File: src/rtl/vga_pkg.sv
// vga_pkg: shared VGA timing constants, RGB332 palette and sprite motion helper
package vga_pkg;
    localparam int H_TOTAL     = 800;
    localparam int V_TOTAL     = 521;
    localparam int H_VIS_START = 144;
    localparam int V_VIS_START = 31;
    localparam int H_VIS       = 640;
    localparam int V_VIS       = 480;
    localparam int R_W         = 3;
    localparam int G_W         = 3;
    localparam int B_W         = 2;
    localparam int RGB_W       = R_W + G_W + B_W;
    localparam logic [RGB_W-1:0] PALETTE [0:7] = '{
        8'hE0, 8'h1C, 8'h03, 8'hFC, 8'h1F, 8'hE3, 8'hFF, 8'hF0
    };
    typedef enum logic {DIR_POS, DIR_NEG} dir_e;
    typedef struct packed {
        logic [9:0] pos;
        dir_e       dir;
        logic       bounce;
    } axis_t;
    // One frame of motion on one axis; max_pos is the last legal box origin
    function automatic axis_t axis_step(input logic [9:0] pos, input dir_e dir,
                                        input logic [9:0] max_pos, input logic [9:0] stp);
        axis_t r;
        r = '{pos, dir, 1'b0};
        if (dir == DIR_POS && ({1'b0, pos} + {1'b0, stp}) > {1'b0, max_pos})
            r = '{max_pos, DIR_NEG, 1'b1};
        else if (dir == DIR_NEG && pos < stp)
            r = '{10'd0, DIR_POS, 1'b1};
        else
            r.pos = (dir == DIR_POS) ? pos + stp : pos - stp;
        return r;
    endfunction
endpackage

File: src/rtl/sync_rise_detect.sv
// sync_rise_detect: 2-FF synchroniser for an asynchronous input plus rising-edge pulse
module sync_rise_detect (
    input  logic clk_25,
    input  logic rst_n,
    input  logic d,
    output logic rise
);
    logic [2:0] sync_q, sync_d;
    // Shift the raw input through two metastability stages and one history stage
    always_comb sync_d = {sync_q[1:0], d};
    // Synchroniser register with synchronous active-low reset
    always_ff @(posedge clk_25) begin
        if (!rst_n) sync_q <= '0;
        else        sync_q <= sync_d;
    end
    assign rise = sync_q[1] & ~sync_q[2];
endmodule

File: src/rtl/vga_bounce_renderer.sv
// vga_bounce_renderer: bouncing square sprite over a solid background, 2-cycle pixel pipeline
module vga_bounce_renderer
    import vga_pkg::*;
#(
    parameter int             BOX_SIZE = 32,
    parameter int             STEP     = 4,
    parameter logic [7:0]     BG_COLOR = 8'h00
) (
    input  logic       clk_25,
    input  logic       rst_n,
    input  logic [9:0] hpixel,
    input  logic [9:0] vpixel,
    input  logic       hs_in,
    input  logic       vs_in,
    input  logic       pause_btn,
    output logic [2:0] red,
    output logic [2:0] green,
    output logic [1:0] blue,
    output logic       hs_out,
    output logic       vs_out
);
    localparam logic [9:0]  H_LO   = 10'(H_VIS_START);
    localparam logic [9:0]  H_HI   = 10'(H_VIS_START + H_VIS - 1);
    localparam logic [9:0]  V_LO   = 10'(V_VIS_START);
    localparam logic [9:0]  V_HI   = 10'(V_VIS_START + V_VIS - 1);
    localparam logic [10:0] SIZE   = 11'(BOX_SIZE);
    localparam logic [9:0]  X_MAX  = 10'(H_VIS - BOX_SIZE);
    localparam logic [9:0]  Y_MAX  = 10'(V_VIS - BOX_SIZE);
    localparam logic [9:0]  STEP_W = 10'(STEP);

    typedef struct packed {
        logic [9:0] h;
        logic [9:0] v;
        logic       hs;
        logic       vs;
    } pix_t;

    pix_t             s1_q, s1_d;
    logic [RGB_W-1:0] rgb_q, rgb_d;
    logic             hs_out_q, hs_out_d, vs_out_q, vs_out_d;
    logic [9:0]       box_x_q, box_x_d, box_y_q, box_y_d;
    dir_e             dir_x_q, dir_x_d, dir_y_q, dir_y_d;
    logic [2:0]       color_idx_q, color_idx_d;
    logic             paused_q, paused_d, vs_prev_q, vs_prev_d;
    logic             pause_rise, visible, in_box, move;
    logic [9:0]       x, y;
    axis_t            ax, ay;

    sync_rise_detect u_pause (
        .clk_25 (clk_25),
        .rst_n  (rst_n),
        .d      (pause_btn),
        .rise   (pause_rise)
    );

    // Stage-1 capture and stage-2 colour decision; box compares use 11 bits so origin+size cannot wrap
    always_comb begin
        s1_d     = {hpixel, vpixel, hs_in, vs_in};
        x        = s1_q.h - H_LO;
        y        = s1_q.v - V_LO;
        visible  = s1_q.h >= H_LO && s1_q.h <= H_HI && s1_q.v >= V_LO && s1_q.v <= V_HI;
        in_box   = x >= box_x_q && {1'b0, x} < ({1'b0, box_x_q} + SIZE) &&
                   y >= box_y_q && {1'b0, y} < ({1'b0, box_y_q} + SIZE);
        rgb_d    = !visible ? '0 : in_box ? PALETTE[color_idx_q] : BG_COLOR;
        hs_out_d = s1_q.hs;
        vs_out_d = s1_q.vs;
    end

    // Sprite motion once per frame on the vs rising edge; pause toggles take effect next cycle
    always_comb begin
        vs_prev_d   = vs_in;
        move        = vs_in & ~vs_prev_q & ~paused_q;
        ax          = axis_step(box_x_q, dir_x_q, X_MAX, STEP_W);
        ay          = axis_step(box_y_q, dir_y_q, Y_MAX, STEP_W);
        box_x_d     = move ? ax.pos : box_x_q;
        box_y_d     = move ? ay.pos : box_y_q;
        dir_x_d     = move ? ax.dir : dir_x_q;
        dir_y_d     = move ? ay.dir : dir_y_q;
        color_idx_d = color_idx_q + 3'(move & (ax.bounce | ay.bounce));
        paused_d    = paused_q ^ pause_rise;
    end

    // State and pipeline registers with synchronous active-low reset
    always_ff @(posedge clk_25) begin
        if (!rst_n) begin
            s1_q        <= '0;
            rgb_q       <= '0;
            hs_out_q    <= 1'b0;
            vs_out_q    <= 1'b0;
            box_x_q     <= '0;
            box_y_q     <= '0;
            dir_x_q     <= DIR_POS;
            dir_y_q     <= DIR_POS;
            color_idx_q <= '0;
            paused_q    <= 1'b0;
            vs_prev_q   <= 1'b0;
        end else begin
            s1_q        <= s1_d;
            rgb_q       <= rgb_d;
            hs_out_q    <= hs_out_d;
            vs_out_q    <= vs_out_d;
            box_x_q     <= box_x_d;
            box_y_q     <= box_y_d;
            dir_x_q     <= dir_x_d;
            dir_y_q     <= dir_y_d;
            color_idx_q <= color_idx_d;
            paused_q    <= paused_d;
            vs_prev_q   <= vs_prev_d;
        end
    end

    assign {red, green, blue} = rgb_q;
    assign hs_out = hs_out_q;
    assign vs_out = vs_out_q;
endmodule

File: config.mk
export PLATFORM = sky130hd
export DESIGN_NAME = vga_bounce_renderer
export DESIGN_NICKNAME = d
export VERILOG_FILES = /design/src/rtl/vga_pkg.sv /design/src/rtl/sync_rise_detect.sv /design/src/rtl/vga_bounce_renderer.sv
export SDC_FILE = /design/constraint.sdc
export NUM_CORES = 1
export LEC_CHECK = 0
export CORE_UTILIZATION = 50
export DETAILED_ROUTE_END_ITERATION = 6
export MAX_ROUTING_LAYER = met4
export PLACE_DENSITY = 0.7
export SLEW_MARGIN = 25
export SYNTH_ARGS = -nofsm -noshare
export SYNTH_HDL_FRONTEND = slang
export SYNTH_SLANG_ARGS = --single-unit
export TNS_END_PERCENT = 10
File: constraint.sdc
create_clock -name clk_25 -period 4.2 [get_ports clk_25]
set_clock_uncertainty 0.2 [all_clocks]
set_input_delay 0.63 -clock clk_25 [delete_from_list [all_inputs] [get_ports clk_25]]
set_output_delay 0.63 -clock clk_25 [all_outputs]
set_load 0.03 [all_outputs]
# Yosys cells after proc, flatten, opt, wreduce, memory -nomap -nowiden
# Memories as Yosys holds them, arrays and structs flattened. A register that Yosys moved wholly into a read port is not among the register bits.
# Index checks and enable logic that the tools add are counted.
# totals
mem_bits_ro,64
reg_bits,53
mem_count,1
# memory_table
name,depth,width,rd,rd_clocked_by_memory_dff,wr,line_no,text
(no name shown),8,8,1,1,0,vga_bounce_renderer.sv:64,rgb_d = !visible ? '0 : in_box ? PALETTE[color_idx_q] : BG_COLOR;
# op_classes
add_sub_neg,11
bitwise_logic,12
reduce_logical,16
n_lt_le_gt_ge,12
n_mux,8
# ops
operator,count
$mux 10,4
$mux 12,2
$add 10x3->11 const B,2
$add 10x6->11 const B,2
$lt 10x11->1,2
$add 10x3->10 const B,2
$ge 10x10->1,2
$lt 10x3->1 const B,2
$sub 10x3->10 const B,2
$gt 11x10->1 const B,1
$gt 11x9->1 const B,1
$ge 10x5->1 const B,1
$ge 10x8->1 const B,1
$le 10x10->1 const B,1
$le 10x9->1 const B,1
$logic_and 1x1->1,10
$sub 10x5->10 const B,1
$sub 10x8->10 const B,1
$not 1->1,5
$and 1x1->1,4
$mux 2,2
$not 3->4,1
$reduce_and 2->1,2
$reduce_bool 2->1,2
5 further kinds,5

# Logic depth before layout (Yosys ltp)
# Gate-level depths: netlist (run 1).
# depth
ltp_word,7
mapped_depth,13
ltp_nobuf,11

# Modules after synthesis
# From an unflattened synthesis (run 1), not the netlist that was laid out.
# unflattened
cells_unflattened,425
area_unflattened_um2,3634.7
# by_module_without_submodules
mod,instances,area_per_inst_um2,cells_each,seq_area_each_um2
vga_bounce_renderer,1,3542.1,418,1001.0
sync_rise_detect,1,92.6,7,60.1

# Least setup slack after synthesis (run 1)
# Ideal clock, no wire load.
# synth_path
path_type,reg-to-reg
startpoint,register s1_q[2] (netlist name)
endpoint,register rgb_q[1]
t_arrival_ns,2.502
path_stages_with_launch,11
setup_ns,0.092
required_time_ns,3.908
path_buffers,0
setup_slack_ns,1.406
synth_period_minus_slack_ns,2.794
cell_sequence,dfxtp_1 > ha_1 > and4_1 > o41ai_1 > o21ai_0 > ha_1 > a21o_1 > a21o_1 > a2111oi_4 > nand4_2 > nor4_1
# synth_between
elab_chain_len,6
# synth_rtl
element,line_no,text
"start, declared",vga_bounce_renderer.sv:38,"pix_t s1_q, s1_d;"
"start signal, assigned",vga_bounce_renderer.sv:86,s1_q <= '0;
"start signal, assigned",vga_bounce_renderer.sv:98,s1_q <= s1_d;
$sub 10x5->10,vga_bounce_renderer.sv:60,y = s1_q.v - V_LO;
$ge 10x10->1,vga_bounce_renderer.sv:63,"y >= box_y_q && {1'b0, y} < ({1'b0, box_y_q} + SIZE);"
$logic_and 1x1->1,vga_bounce_renderer.sv:62,"in_box = x >= box_x_q && {1'b0, x} < ({1'b0, box_x_q} + SIZE) &&"
$logic_and 1x1->1,vga_bounce_renderer.sv:63,
$reduce_and 3->1 (no source line) (*),n/a,
$logic_not 1->1 (no source line) (*),n/a,
"end, declared",vga_bounce_renderer.sv:39,"logic [RGB_W-1:0] rgb_q, rgb_d;"
# Mark *: on every way between the ends. The rest lies on a longest branch, timed or not.
# A chain may end at the register's enable or synchronous reset.

# Final worst setup path (run 1)
# layout_path
startpoint,register s1_q[2] (netlist name)
endpoint,register rgb_q[4]
# The elaborated chain is that of the path after synthesis.

==> flow_summary.yaml, run 1 <==
outcome:
  status: "complete, no violations"
die:
  fp.dieW_um: 87.25
  rows: 30
  die_area_um2: 7612
  die_h_um: 87.25
  initial_core_util: 0.5261
  pin_count: 35
  coreArea_um2: 6907
clock_network:
  clkSinkCount: 53
  htreeDepth: 2
  clock_latency_ps: 300
  cts_setup_buffers: 0
  ctsHoldBuffers: 0
  cts_root_buf: "clkbuf_8"
  clkTransAtPathRegs_ps: 90
  cts_tree: "built"
  cts_buffers: 5
  postCtsResizedCells: 0
  clockBufferDepth: 2
synthesis:
  synth_edf_count: 0
  synth.distinct_cells: 69
  ys_seq_area_frac: 0.2920
  synth_top_cell_by_area: "dfxtp_1"
  syn_inst: 399
  syn-num-nets: 467
  async_flop_share: 0
  synth-seq-cells: 53
  avgSynthCellArea_um2: 9.106
  yosys.area.top_type_share: 0.2920
  ys.flop_type: "dfxtp_1"
  syn_area_um2: 3633
  yosysWarnings: 0
  synth_area_leaders: "dfxtp_1, ha_1, and2_1"
power_and_ir_drop:
  comb_power_share: 0.191
  p_switching_uw: 278.3
  p_sw_frac: 0.2760
  clkPwrFrac: 0.266
  p_total_mw: 1.008
  power.share.sequential: 0.544
  intPower_uw: 730.1
  power-per-cell-area_nw_per_um2: 249.7
  p_leak_nw: 1.516
  ir_worst_vdd_mv: 0.1800
sta:
  period_needed_ps: 3046
  holdWs_ps: 239.2
  setup_viol: 0
  worstMarginPinSlew_ps: 742.7
  rsz0062_at_grt: "false"
  worst_slack_ps: 1154
  maxSlewViolCount: 0
  fmax_mhz: 328.3
  final-hold-violation-count: 0
  max-slew-margin-rel: 0.5033
  fin_tns_setup_ps: 0
  min_period_over_period: 0.7252
drt:
  wl_um: 7220
  antenna_left: 0
  dr.pass1.iters: 4
  drcViolationCount: 0
  avgViaCountPerCell: 5.447
  vias: 2800
  drt_iter0_markers: 180
  wl_per_cell_um: 14.05
critical_path:
  worstSetupStartpoint: "s1_q[2]"
  cp.required_ps: 4190
  cp_data_arrival_time_ps: 3040
  cp.buffers_inverters: 0
  crit_end: "rgb_q[4]"
  cpMaxStageDelayCell: "a2111oi_4"
  rr_endpoint: "rgb_q[4]"
  worstSetupPathType: "flop to flop"
  cp-start-kind: "flop"
  crit_fanout: 4
  crit_cells: 10
  reg2reg_depth: 10
  cp-end-kind: "flop"
  rrSetupSlack_ps: 1150
  path_delay_family: "compound AO/OA/AOI/OAI gates"
  cpPeakStageDelay_ps: 350
  path_cells: "ha_1 -> and4_1 -> o41ai_1 -> o21ai_0 -> ha_1 -> a21o_1 -> a21o_1 -> a2111oi_4 -> nand4_2 -> nor4_1"
  worstReg2RegStart: "s1_q[2]"
final_layout:
  final_nets: 487
  layout-drive-gt1-share: 0.06459
  final_core_util: 0.5848
  final_cells: 514
  fillers: 632
  antenna_cells: 0
  multiInputGateArea_um2: 2335
  synthToLayoutAreaGrowth_pct: 11.16
  finalInstanceArea_um2: 4039
  regArea_um2: 1061
global_route:
  grt_pass1_wl_um: 12230
  grt_pass1_vias: 2631
  grt_usage: 0.2097
  antenna_found_initial: 0
  grt-ovfl-total: 0
  grt_max_degree: 26
placed_design:
  pre_cts_slack_ps: 1158
  dp_hpwl_um: 5514
  placed_cells_incl_taps: 508
  gp_congestion: 0.8920
  numPortBuffers: 34
  dpl_cell_area_um2: 3965
worst_hold_path:
  hold_path_class: "flop to flop"
flow_run:
  cap_violations: 0
==> worst min-delay path by stage <==
| stage | start | slack (ps) | depth (start not counted) | endpoint |
|---|---|---|---|---|
| floorplan | hs_out_d | 210 | 1 | hs_out |
| global placement | u_pause.sync_q[0] | 210 | 1 | u_pause.sync_q[1] |
| detailed placement | u_pause.sync_q[0] | 220 | 1 | u_pause.sync_q[1] |
| CTS | u_pause.sync_q[0] | 240 | 1 | u_pause.sync_q[1] |
| global route | u_pause.sync_q[0] | 270 | 1 | u_pause.sync_q[1] |
| finish | u_pause.sync_q[0] | 240 | 1 | u_pause.sync_q[1] |
==> placed cells by master, fill, tap and decap left out, drive strengths merged, types with 4 or more instances in the layout <==
cell type / netlist / final
a31oi: 4 / 4
nand2: 15 / 15
dfxtp: 53 / 53
and3: 6 / 6
a211oi: 4 / 4
nor4: 8 / 8
clkdlybuf4s50: 0 / 34
a21oi: 19 / 19
nor3: 10 / 10
nor2: 19 / 19
or3: 4 / 4
xor2: 9 / 9
ha: 43 / 43
inv: 27 / 27
xnor2: 22 / 22
clkbuf: 6 / 5
nand3: 7 / 7
o21ai: 15 / 15
nand2b: 7 / 7
and4: 6 / 6
nand4: 4 / 4
a21o: 4 / 4
mux2i: 4 / 4
and2: 36 / 36
==> layout make-up <==
type | instances | area share
Clock buffer | 5 | 0.01704
Clock inverter | 1 | 0.001239
Inverter | 27 | 0.02509
Multi-Input combinational cell | 297 | 0.5781
Sequential cell | 53 | 0.2627
Tap cell | 96 | 0.02974
Timing Repair Buffer | 35 | 0.08612
==> registers in the layout, indices dropped and copies added (netlist names), 3 cells and up <==
name	cells
box_x_q	8
box_y_q	8
color_idx_q	3
rgb_q	4
s1_q	20
u_pause.sync_q	3
==> logic make-up after synthesis <==
logic type / Yosys count / share of synthesized area
muxes: 6 / 0.01722
DFF: 53 / 0.2920
adders and majority gates: 43 / 0.1481
xor gates and xnor gates: 31 / 0.07472
buffers and inverters: 49 / 0.06542
and+or+nand+nor: 141 / 0.2445
AOI/OAI and AO/OA: 76 / 0.1581
==> routing by layer <==
| metal | vias to the layer above | global-route usage | routed length (µm) |
|---|---|---|---|
| li1 | 1458 | - | - |
| met1 | 1273 | 0.2883 | 3663 |
| met2 | 63 | 0.3288 | 3210 |
| met3 | 6 | 0.02844 | 280 |
| met4 | 0 | 0.04471 | 66 |
| met5 | - | - | 0 |
==> Yosys cell counts, types with 4 or more instances <==
| library cell | n |
|---|---|
| a21o_1 | 4 |
| a21oi_1 | 18 |
| a31oi_1 | 4 |
| and2_1 | 33 |
| and3_1 | 6 |
| and4_1 | 6 |
| buf_2 | 4 |
| buf_4 | 9 |
| clkbuf_1 | 6 |
| dfxtp_1 | 53 |
| ha_1 | 43 |
| inv_1 | 26 |
| mux2i_1 | 4 |
| nand2_1 | 13 |
| nand2b_1 | 7 |
| nand3_1 | 7 |
| nor2_1 | 19 |
| nor3_1 | 10 |
| nor4_1 | 7 |
| o21ai_0 | 12 |
| or3_1 | 4 |
| xnor2_1 | 22 |
| xor2_1 | 9 |
==> power by group through the flow <==
stage	clock, mW	combinational, mW	sequential [mW]
floorplan	0	0.142	0.551
global placement	0	0.186	0.559
detailed placement	0	0.193	0.560
CTS	0.277	0.194	0.548
global route	0.297	0.219	0.552
finish	0.268	0.192	0.548
(Power assumes the default switching activity.)
==> inputs of run 2 (changes only) <==
==> constraint.sdc (replaced) <==
create_clock -name clk_25 -period 3.2 [get_ports clk_25]
set_clock_uncertainty 0.2 [all_clocks]
set_input_delay 0.48 -clock clk_25 [delete_from_list [all_inputs] [get_ports clk_25]]
set_output_delay 0.48 -clock clk_25 [all_outputs]
set_load 0.03 [all_outputs]
==> run 2 against run 1 <==
Die area did not move; combinational power rose by 34%; global-route usage rose by 0.75 points; utilization rose by 0.94 points; total power rose by 44%; count of clock-buffer cells in the layout rose by 2; maximum frequency rose by 1.1%; setup slack got worse by 970 ps; largest cell class unchanged; largest power group unchanged.
==> flow_summary.yaml, run 2 (synthesis gave the netlist of run 1 again) <==
sta:
  worstMarginPinSlew_ps: 559.9
  period_needed_ps: 3012
  rsz0062_at_grt: "false"
  setup_viol: 0
  max-slew-margin-rel: 0.6215
  final-hold-violation-count: 0
  fmax_mhz: 332.0
  min_period_over_period: 0.9412
  maxSlewViolCount: 0
  fin_tns_setup_ps: 0
die:
  coreArea_um2: 6907
  pin_count: 35
  die_area_um2: 7612
  initial_core_util: 0.5261
  die_h_um: 87.25
  fp.dieW_um: 87.25
  rows: 30
final_layout:
  regArea_um2: 1061
  final_nets: 490
  antenna_cells: 0
  final_common_cell: "dfxtp_1"
  fillers: 625
  multiInputGateArea_um2: 2335
  layout.cells.most_common_list: "dfxtp_1, ha_1, clkdlybuf4s50_1"
  synthToLayoutAreaGrowth_pct: 12.95
  largest_reg_flops: 20
  regMostFlops: "s1_q"
  reg.largest.list: "s1_q: 20 flops, box_x_q: 8 flops, box_y_q: 8 flops"
  layout-drive-gt1-share: 0.07329
power_and_ir_drop:
  p_sw_frac: 0.2602
  ir_worst_vdd_mv: 0.2009
  p_switching_uw: 377.2
  intPower_mw: 1.072
  comb_power_share: 0.178
  power-per-cell-area_nw_per_um2: 353.2
  power.share.sequential: 0.496
  p_leak_nw: 1.550
  clkPwrFrac: 0.326
  p_total_mw: 1.449
global_route:
  grt_pass1_wl_um: 12640
  grt_usage: 0.2172
  grt-ovfl-total: 0
  grt_pass1_vias: 2752
  grt_max_degree: 32
  antenna_found_initial: 0
placed_design:
  dp_hpwl_um: 5560
  numPortBuffers: 34
  gp_congestion: 0.9409
drt:
  wl_per_cell_um: 14.03
  drt_iter0_markers: 201
  avgViaCountPerCell: 5.601
  drcViolationCount: 0
  antenna_left: 0
  dr.pass1.iters: 5
  wl_um: 7282
  vias: 2907
critical_path:
  cp.required_ps: 3210
  cp-end-kind: "flop"
  cp_data_arrival_time_ps: 3020
  worstSetupPathType: "flop to flop"
  crit_fanout: 4
  cp-start-kind: "flop"
worst_hold_path:
  hold_path_class: "flop to flop"
clock_network:
  clockBufferDepth: 2
  htreeDepth: 2
  cts_buffers: 5
  clkTransAtPathRegs_ps: 90
  cts_root_buf: "clkbuf_8"
  cts_tree: "built"
  postCtsResizedCells: 0
  clkSinkCount: 53
  clock_latency_ps: 310
  cts_setup_buffers: 0
  ctsHoldBuffers: 0
flow_run:
  cap_violations: 0
outcome:
  status: "complete, no violations"
## run 2: cell count changes in the layout (fill, tap and decap cells not counted), sizes merged
cell,change
clkbuf,+2
clkinv,-1
buf,+3
bufinv,+1
## run 2: cell type report
cell class / count / area share
clock buffer: 7 / 0.02104
clock inverter: 1 / 0.007317
inverter: 27 / 0.02470
multi-input combinational: 297 / 0.5689
sequential: 53 / 0.2585
tap: 96 / 0.02927
timing repair buffer: 38 / 0.09024
## run 2: final timing paths
kind / startpoint / endpoint / slack, ps / depth (start not counted)
setup reg to reg: s1_q[2] / rgb_q[1] / 190 / 10
setup / recovery: s1_q[2] / rgb_q[1] / 190 / 10
hold / removal: hs_out_d / hs_out / 240 / 1
hold reg to reg: hs_out_d / hs_out / 240 / 1
## run 2: per-stage QoR
stage | utilization | hold slack, ps | setup WS (ps) | std cells | cell area [µm²]
after CTS | 0.5942 | 253.4 | 98.70 | 519 | 4104
after global placement | 0.5774 | 226.6 | 282.5 | 511 | 3988
after global routing | 0.5942 | 280.6 | 7.483 | 519 | 4104
after detailed placement | 0.5774 | 222.1 | 156.6 | 511 | 3988
after floorplan | - | 211.9 | 406.4 | 399 | 3633
final | 0.5942 | 244.5 | 188.0 | 519 | 4104
## run 2: per-layer routing
metal  GRT usage  vias to the layer above  routed length [µm]
met5           -                        -                   0
met4     0.07154                        0                 149
met3     0.03697                       17                 270
met2      0.3281                       70                3353
met1      0.2942                     1357                3509
li1            -                     1463                   -
## run 2: critical path, cell delays in order (launching register included)
cell	delay [ps]
dfxtp_1	340
ha_1	230
and4_1	250
o41ai_1	240
o21ai_1	150
ha_1	330
a21o_1	180
a21o_1	190
a2111oi_4	360
nand4_2	160
nor4_1	280
## run 2: power groups by stage
stage / clock network [mW] / registers, mW / logic, mW
6_report: 0.473 / 0.719 / 0.258
5_1_grt: 0.512 / 0.725 / 0.295
3_5_place_dp: 0 / 0.734 / 0.258
4_1_cts: 0.491 / 0.718 / 0.259
3_3_place_gp: 0 / 0.732 / 0.250
2_1_floorplan: 0 / 0.724 / 0.187
